--- src/rtl/mem_arb_pkg.sv ---
// mem_arb_pkg: shared state encoding, requester IDs and strobe width for the memory arbiter
package mem_arb_pkg;

  typedef enum logic [1:0] {
    IDLE    = 2'd0,
    BUSY_IF = 2'd1,
    BUSY_D  = 2'd2,
    RESP    = 2'd3
  } state_t;

  localparam logic GNT_IF = 1'b0;
  localparam logic GNT_D  = 1'b1;

  localparam int STRB_W = 4;

endpackage

--- src/rtl/mem_arbiter_rr_arb2.sv ---
// rr_arb2: two-way round-robin grant; on a tie the port that did not win last time wins
module rr_arb2
  import mem_arb_pkg::*;
(
  input  logic req_if,
  input  logic req_d,
  input  logic last_grant,
  output logic valid,
  output logic grant
);

  // a lone requester wins outright, a tie goes to the port not granted last
  always_comb begin
    valid = req_if | req_d;
    grant = (req_if & req_d) ? ~last_grant : (req_d ? GNT_D : GNT_IF);
  end

endmodule

--- src/rtl/mem_arbiter.sv ---
// mem_arbiter: serialises fetch and load/store accesses onto one single-port memory with a per-access ack timeout
module mem_arbiter
  import mem_arb_pkg::*;
#(
  parameter int ADDR_W  = 32,
  parameter int DATA_W  = 32,
  parameter int TIMEOUT = 255
) (
  input  logic              clk,
  input  logic              rst_n,
  input  logic              if_req,
  input  logic [ADDR_W-1:0] if_addr,
  output logic              if_ready,
  output logic [DATA_W-1:0] if_rdata,
  output logic              if_err,
  input  logic              d_req,
  input  logic              d_we,
  input  logic [ADDR_W-1:0] d_addr,
  input  logic [DATA_W-1:0] d_wdata,
  input  logic [STRB_W-1:0] d_wstrb,
  output logic              d_ready,
  output logic [DATA_W-1:0] d_rdata,
  output logic              d_err,
  output logic              m_req,
  output logic              m_we,
  output logic [ADDR_W-1:0] m_addr,
  output logic [DATA_W-1:0] m_wdata,
  output logic [STRB_W-1:0] m_wstrb,
  input  logic              m_ack,
  input  logic [DATA_W-1:0] m_rdata
);

  localparam int CNT_W = $clog2(TIMEOUT + 1);

  state_t            state;
  logic              last_grant;
  logic              gnt_valid;
  logic              gnt;
  logic [CNT_W-1:0]  cnt;
  logic [DATA_W-1:0] rsp_data;
  logic              rsp_err;
  logic              timed_out;

  rr_arb2 u_arb (
    .req_if     (if_req),
    .req_d      (d_req),
    .last_grant (last_grant),
    .valid      (gnt_valid),
    .grant      (gnt)
  );

  // the cycle whose edge would complete the TIMEOUT-th busy cycle without an ack
  assign timed_out = cnt == CNT_W'(TIMEOUT - 1);

  // response payload is shared; each port only looks at it while its own ready is high
  assign if_rdata = rsp_data;
  assign if_err   = rsp_err;
  assign d_rdata  = rsp_data;
  assign d_err    = rsp_err;

  // access FSM: grant, hold the captured request on the bus until ack or timeout, then pulse ready
  always_ff @(posedge clk or negedge rst_n) begin
    if (!rst_n) begin
      state      <= IDLE;
      last_grant <= GNT_IF;
      cnt        <= '0;
      m_req      <= 1'b0;
      m_we       <= 1'b0;
      m_addr     <= '0;
      m_wdata    <= '0;
      m_wstrb    <= '0;
      if_ready   <= 1'b0;
      d_ready    <= 1'b0;
      rsp_data   <= '0;
      rsp_err    <= 1'b0;
    end else begin
      case (state)
        IDLE: begin
          if (gnt_valid) begin
            state      <= (gnt == GNT_D) ? BUSY_D : BUSY_IF;
            last_grant <= gnt;
            cnt        <= '0;
            m_req      <= 1'b1;
            m_addr     <= (gnt == GNT_D) ? d_addr : if_addr;
            m_we       <= (gnt == GNT_D) & d_we;
            m_wdata    <= (gnt == GNT_D) ? d_wdata : '0;
            m_wstrb    <= ((gnt == GNT_D) & d_we) ? d_wstrb : '0;
          end
        end
        BUSY_IF, BUSY_D: begin
          cnt <= cnt + 1'b1;
          if (m_ack || timed_out) begin
            state    <= RESP;
            m_req    <= 1'b0;
            rsp_err  <= ~m_ack;
            rsp_data <= (m_ack && !m_we) ? m_rdata : '0;
            if_ready <= state == BUSY_IF;
            d_ready  <= state == BUSY_D;
          end
        end
        RESP: begin
          state    <= IDLE;
          if_ready <= 1'b0;
          d_ready  <= 1'b0;
        end
        default: state <= IDLE;
      endcase
    end
  end

endmodule

--- config.mk ---
export PLATFORM = sky130hd
export DESIGN_NAME = mem_arbiter
export DESIGN_NICKNAME = d
export VERILOG_FILES = /design/src/rtl/mem_arb_pkg.sv /design/src/rtl/mem_arbiter_rr_arb2.sv /design/src/rtl/mem_arbiter.sv
export SDC_FILE = /design/constraint.sdc
export NUM_CORES = 1
export LEC_CHECK = 0
export ABC_AREA = 1
export CORE_ASPECT_RATIO = 1.1
export CORE_MARGIN = 4
export CORE_UTILIZATION = 40
export DETAILED_ROUTE_END_ITERATION = 10
export PLACE_DENSITY = 0.92
export SYNTH_ARGS = -nofsm -noshare
export SYNTH_HDL_FRONTEND = slang
export SYNTH_SLANG_ARGS = --single-unit
--- constraint.sdc ---
create_clock -name clk -period 1.7 [get_ports clk]
set_clock_uncertainty 0.05 [all_clocks]
set_input_delay 0.255 -clock clk [delete_from_list [all_inputs] [get_ports clk]]
set_output_delay 0.255 -clock clk [all_outputs]
set_load 0.05 [all_outputs]
======== Yosys cells after proc, flatten, opt, wreduce, memory -nomap -nowiden ========
Cells that the tools add are included.
operators by class
  muxes and demuxes ....................... 19
  reduce and logical (&&, ||, !) cells .... 13
  equality and inequality tests ........... 6
  bitwise operators ....................... 5
  $add $sub $neg .......................... 1
operators with widths
  operator             number
  $mux 32              3
  $pmux 8 s2           1
  $reduce_and 2->1     5
  $add 8x1->8 const B  1
  $eq 8x8->1 const B   1
  $mux 8               1
  $mux 1               6
  $mux 2               3
  $pmux 1 s2           3
  $pmux 2 s3           1
  $eq 2x2->1 const B   2
  $mux 4               1
  $ne 2x2->1 const B   2
  $reduce_bool 2->1    2
  $reduce_and 3->1     1
  $and 1x1->1          2
  $eq 2x1->1 const B   1
  $logic_not 2->1      1
  $not 1->1            2
  $reduce_or 2->1      1
  $logic_and 1x1->1    1
  $logic_not 1->1      1
  $logic_or 1x1->1     1
  $or 1x1->1           1
storage, ports and cells
  register bits ........................... 116
  logic and storage cells ................. 56
  input port bits ......................... 138

======== Longest topological paths before layout ========
  word-level depth ........................ 5
  mapped depth ............................ 11
  gate-level depth less buffers ........... 9

======== Cells and area by module ========
A second synthesis with hierarchy kept.
second synthesis, totals
  cells, all modules ...................... 550
  area total of the unflattened synthesis .. 5177.5 um^2
by module, submodules not included
  module       instances  cells each  area each (um^2)  sequential area each (um^2)
  mem_arbiter  1          547         5162.5            2902.8
  rr_arb2      1          3           15.0              0.0

======== Least setup slack after synthesis ========
Ideal clock, no wire load.
  path kind ............................... reg-to-reg
  start ................................... register state[0]
  end ..................................... register cnt[2]
  data arrival time ....................... 1.340 ns
  path slack .............................. 0.191 ns
  cell stages (with the launch flop) ...... 9
  setup time .............................. 0.119 ns
  clock period less this slack ............ 1.509 ns
  path buffers ............................ 2
  cells stage by stage .................... dfrtp_1 > inv_1 > ha_1 > buf_2 > nand2_1 > nand2_1 > buf_2 > a21oi_1 > nor2_1
on the way
  word-level cells in the longest chain between the ends .. 4
  elaborated cells on any way between the ends .. 8
  classes of those cells .................. eq/ne: 3; mux: 1; reduce/logical: 4
ends and longest elaborated chain
  element                                          RTL line           RTL
  from (decl)                                      mem_arbiter.sv:35  state_t state;
  from (signal assigned)                           mem_arbiter.sv:80  state <= (gnt == GNT_D) ? BUSY_D : BUSY_IF;
  $eq 2x1->1 / $eq 2x2->1 (equally long branches)  mem_arbiter.sv:77  case (state)
  $reduce_or 2->1                                  mem_arbiter.sv:77
  $reduce_bool 2->1 (no source line)               n/a
  $reduce_and 2->1 (no source line)                n/a
  to (signal assigned)                             mem_arbiter.sv:91  cnt <= cnt + 1'b1;
  to (decl)                                        mem_arbiter.sv:39  logic [CNT_W-1:0] cnt;
Several ways; a longest one is shown, not always the timed one.
A chain may end at the register's enable or synchronous reset.

======== Worst setup path in the final report ========
  start ................................... register state[1]
  end ..................................... register cnt[2]
The elaborated chain is that of the path after synthesis.

==> flow_summary_export.csv <==
group,metric,value,unit
place,half_perimeter_wire_length_of_the_detailed_placement_result,12000,um
timing,slew-limit-headroom,78.0,%
worst_setup_path,critical_path_cell_sequence,"inv_1, ha_2, o21ai_4, buf_4, or2_2, nand2_1, nor2_1",
cts,clk_pin_slew_worst_paths,0.06,ns
logic_synthesis,synth_sequential_area_ratio,56.1,%
cts,cts_made_buffers,17,
logic_synthesis,yosysWarnings,0,
worst_setup_path,max_stage_delay,0.40,ns
min_path,holdCritPathClass,"primary input to flip-flop",
status,run_status,"finished clean",
drt,drtAntennaViolNets,0,
pwr,p_leak,4.00,nW
timing,fin_setup_tns,0,ns
logic_synthesis,ys_top_cells_by_area,"sky130_fd_sc_hd__dfrtp_1, sky130_fd_sc_hd__nand2_1, sky130_fd_sc_hd__a22o_1, sky130_fd_sc_hd__o21ai_1, sky130_fd_sc_hd__buf_4",
global_routing,number_of_global_route_vias_before_repair,4774,
timing,max_freq,0.636,GHz
finish,drive_gt1_share,27.6,%
cts,clock_latency,0.40,ns
drt,wire_per_inst,16.5,um
global_routing,grt_usage,21.1,%
logic_synthesis,synthDominantCellAreaShare,56.1,%
die,die_x,116,um
die,die_area,14800,um2
drt,detail_route.drc_violations,0,
die,initial_core_util,40.9,%
drt,routed-via-count,4892,
worst_setup_path,endpoint_kind,"flip-flop",
flow_run,cap_violations,0,
worst_setup_path,startpoint_type,"flip-flop",
timing,maxSlewViolCount,0,
logic_synthesis,net_count_synth,695,
global_routing,global_route_wire_length_before_repair,24200,um
global_routing,grt.overflow.total,0,
cts,post-cts-setup-buffers,0,
worst_setup_path,path_max_fanout,4,
logic_synthesis,ys_ff_latch,116,
die,pin_count,276,
die,rows,43,
die,design.core.area,12600,um2
global_routing,grt_start_max_net_pins,61,
global_routing,antenna_found_initial,0,
cts,cts_tree,"built",
logic_synthesis,post-synth-top-area-cell,"sky130_fd_sc_hd__dfrtp_1",
worst_setup_path,timing.critical_path.slowest_stage_cell,"sky130_fd_sc_hd__dfrtp_1",
timing,worst_slew_pin_slew,0.331,ns
pwr,ir_drop,1.49,mV
finish,areaGrowthSynthToFinish,60.8,%
timing,setup-violations-final,0,
cts,cts-root-to-sink-buffers,2,
place,globalplace.congestion,0.814,
finish,fin_nets,943,
logic_synthesis,synth_cell_type_count,20,
cts,cts-htree-levels,4,
drt,via_per_inst,5.04,
die,floorplan_die_height,127,um
worst_setup_path,critPathKind,"flip-flop to flip-flop",
drt,count_of_tritonroute_iterations_in_the_first_routing_pass,5,
timing,layout_worst_path_cycle_share,92.5,%
place,number_of_buffers_inserted_by_port_buffering,275,
worst_setup_path,worst_ep_arrival_time,1.82,ns
timing,setup_ws,0.127,ns
worst_setup_path,regToRegSetupSlack,0.13,ns
place,placedInstanceArea,7630,um2
logic_synthesis,synthesis.instances,552,
place,dpl_worst_slack,-0.0863,ns
timing,rsz0062_at_grt,"false",
logic_synthesis,syn-cell-area,5180,um2
finish,antenna_cells_inserted,0,
finish,layout.cell_area.non_filler,8320,um2
timing,finalWorstPathRequiredPeriod,1.57,ns
worst_setup_path,worstPathRequired,1.94,ns
timing,final_hold_viol_count,0,
cts,ctsRootBufferMaster,"sky130_fd_sc_hd__clkbuf_16",
pwr,cellPowerDensity,2400,nW/um2
logic_synthesis,synth.avg_cell_area,9.38,um2
drt,wl,16000,um
cts,cts_sinks,116,
drt,detailedRoute.firstIterationViolations,347,
-- what timing repair did --
action                                  in CTS  in global routing
hold buffers                                 1                  0
gates resized for setup                      1                  5
endpoints found under the setup margin       2                 70
cloned                                       0                  0
pin swaps                                    0                  0
endpoints found under the hold margin      116                  0
-- cells in the final DEF, fill, tap and decap left out, types with 5 or more instances in the layout --
cell type / instances
sky130_fd_sc_hd__o21ai_0: 35
sky130_fd_sc_hd__inv_1: 12
sky130_fd_sc_hd__buf_12: 10
sky130_fd_sc_hd__a22o_1: 33
sky130_fd_sc_hd__o21ai_2: 13
sky130_fd_sc_hd__nand3_1: 16
sky130_fd_sc_hd__o21ai_1: 54
sky130_fd_sc_hd__clkdlybuf4s50_1: 136
sky130_fd_sc_hd__nand2_2: 13
sky130_fd_sc_hd__buf_4: 147
sky130_fd_sc_hd__clkbuf_16: 17
sky130_fd_sc_hd__bufinv_16: 5
sky130_fd_sc_hd__dfrtp_1: 116
sky130_fd_sc_hd__nor2_1: 39
sky130_fd_sc_hd__nand2_1: 137
-- critical path: cells and delay by family, from the launching register on --
family	cells	cell delay, ns
simple gates	3	0.42
flops	1	0.40
buf+inv	2	0.26
fa+ha+maj	1	0.23
compound gates	1	0.11
-- worst paths after layout --
kind	start	end	depth (start not counted)
max in group asynchronous	rst_n	m_wdata[23]$_DFFE_PN0P_	3
worst max-delay path	state[1]$_DFFE_PN0P_	cnt[2]$_DFFE_PN0P_	7
worst max register to register	state[1]$_DFFE_PN0P_	cnt[2]$_DFFE_PN0P_	7
worst min-delay path	d_wstrb[2]	m_wstrb[2]$_DFFE_PN0P_	3
min in group asynchronous	rst_n	d_rdata[1]$_DFFE_PN0P_	3
worst min register to register	if_ready$_DFFE_PN0P_	if_ready$_DFFE_PN0P_	2
-- power breakdown --
group	total (mW)	internal (mW)	switching, mW
combinational	11.1	3.45	7.70
clock	4.02	2.66	1.36
sequential	4.77	3.93	0.843
total	19.9	10.0	9.90
-- per-layer routing --
layer  share of wire, %  wire length [um]  global-route usage, %
met5                  0                 0                      0
met4                3.3               524                   10.3
met3                 12              1880                   8.10
met2                 49              7800                   34.8
met1                 36              5790                   23.7
-- area by class of cell --
| class | count | area, um2 |
|---|---|---|
| clock buffers | 18 | 439 |
| repair buffers | 294 | 2680 |
| multi-input cells | 357 | 1830 |
| fillers | 993 | 4320 |
| clock inverters | 14 | 225 |
| flip-flops and latches | 116 | 2900 |
| inverters | 14 | 55.1 |
| well taps | 157 | 196 |
-- Yosys cell counts --
master / number
sky130_fd_sc_hd__nand2_2: 13
sky130_fd_sc_hd__ha_1: 5
sky130_fd_sc_hd__nand3_1: 16
sky130_fd_sc_hd__inv_2: 1
sky130_fd_sc_hd__nor2_1: 41
sky130_fd_sc_hd__o21ai_2: 14
sky130_fd_sc_hd__a22o_1: 33
sky130_fd_sc_hd__inv_1: 13
sky130_fd_sc_hd__nand2_1: 138
sky130_fd_sc_hd__buf_2: 8
sky130_fd_sc_hd__nand4_1: 4
sky130_fd_sc_hd__a21oi_1: 2
sky130_fd_sc_hd__nor2_4: 1
sky130_fd_sc_hd__buf_4: 33
sky130_fd_sc_hd__or2_2: 1
sky130_fd_sc_hd__clkbuf_1: 19
sky130_fd_sc_hd__o21ai_0: 35
sky130_fd_sc_hd__buf_6: 5
sky130_fd_sc_hd__dfrtp_1: 116
sky130_fd_sc_hd__o21ai_1: 54
-- metrics by stage --
stage	total power, mW	std cells	util [%]	hold slack [ns]
after floorplan	12.6	552	-	-0.0906
after global placement	15.7	937	60.4	0.234
after detailed placement	16.0	937	60.4	0.241
after CTS	20.1	970	65.7	0.338
after global routing	20.9	970	65.8	0.352
final	19.9	970	65.8	0.351
-- flip-flops by register name, summed over array words and instances (netlist names) --
name	flops
m_wdata	32
cnt	8
m_wstrb	4
d_ready	1
last_grant	1
if_ready	1
d_err	1
m_we	1
d_rdata	32
m_req	1
state	2
m_addr	32
-- cells by family after synthesis --
family	share of synthesized area, %
buffers and inverters	9.04
DFF	56.1
and+or+nand+nor	16.9
AOI/OAI and AO/OA	16.8
adders and majority gates	1.21
(Power assumes the default switching activity.)
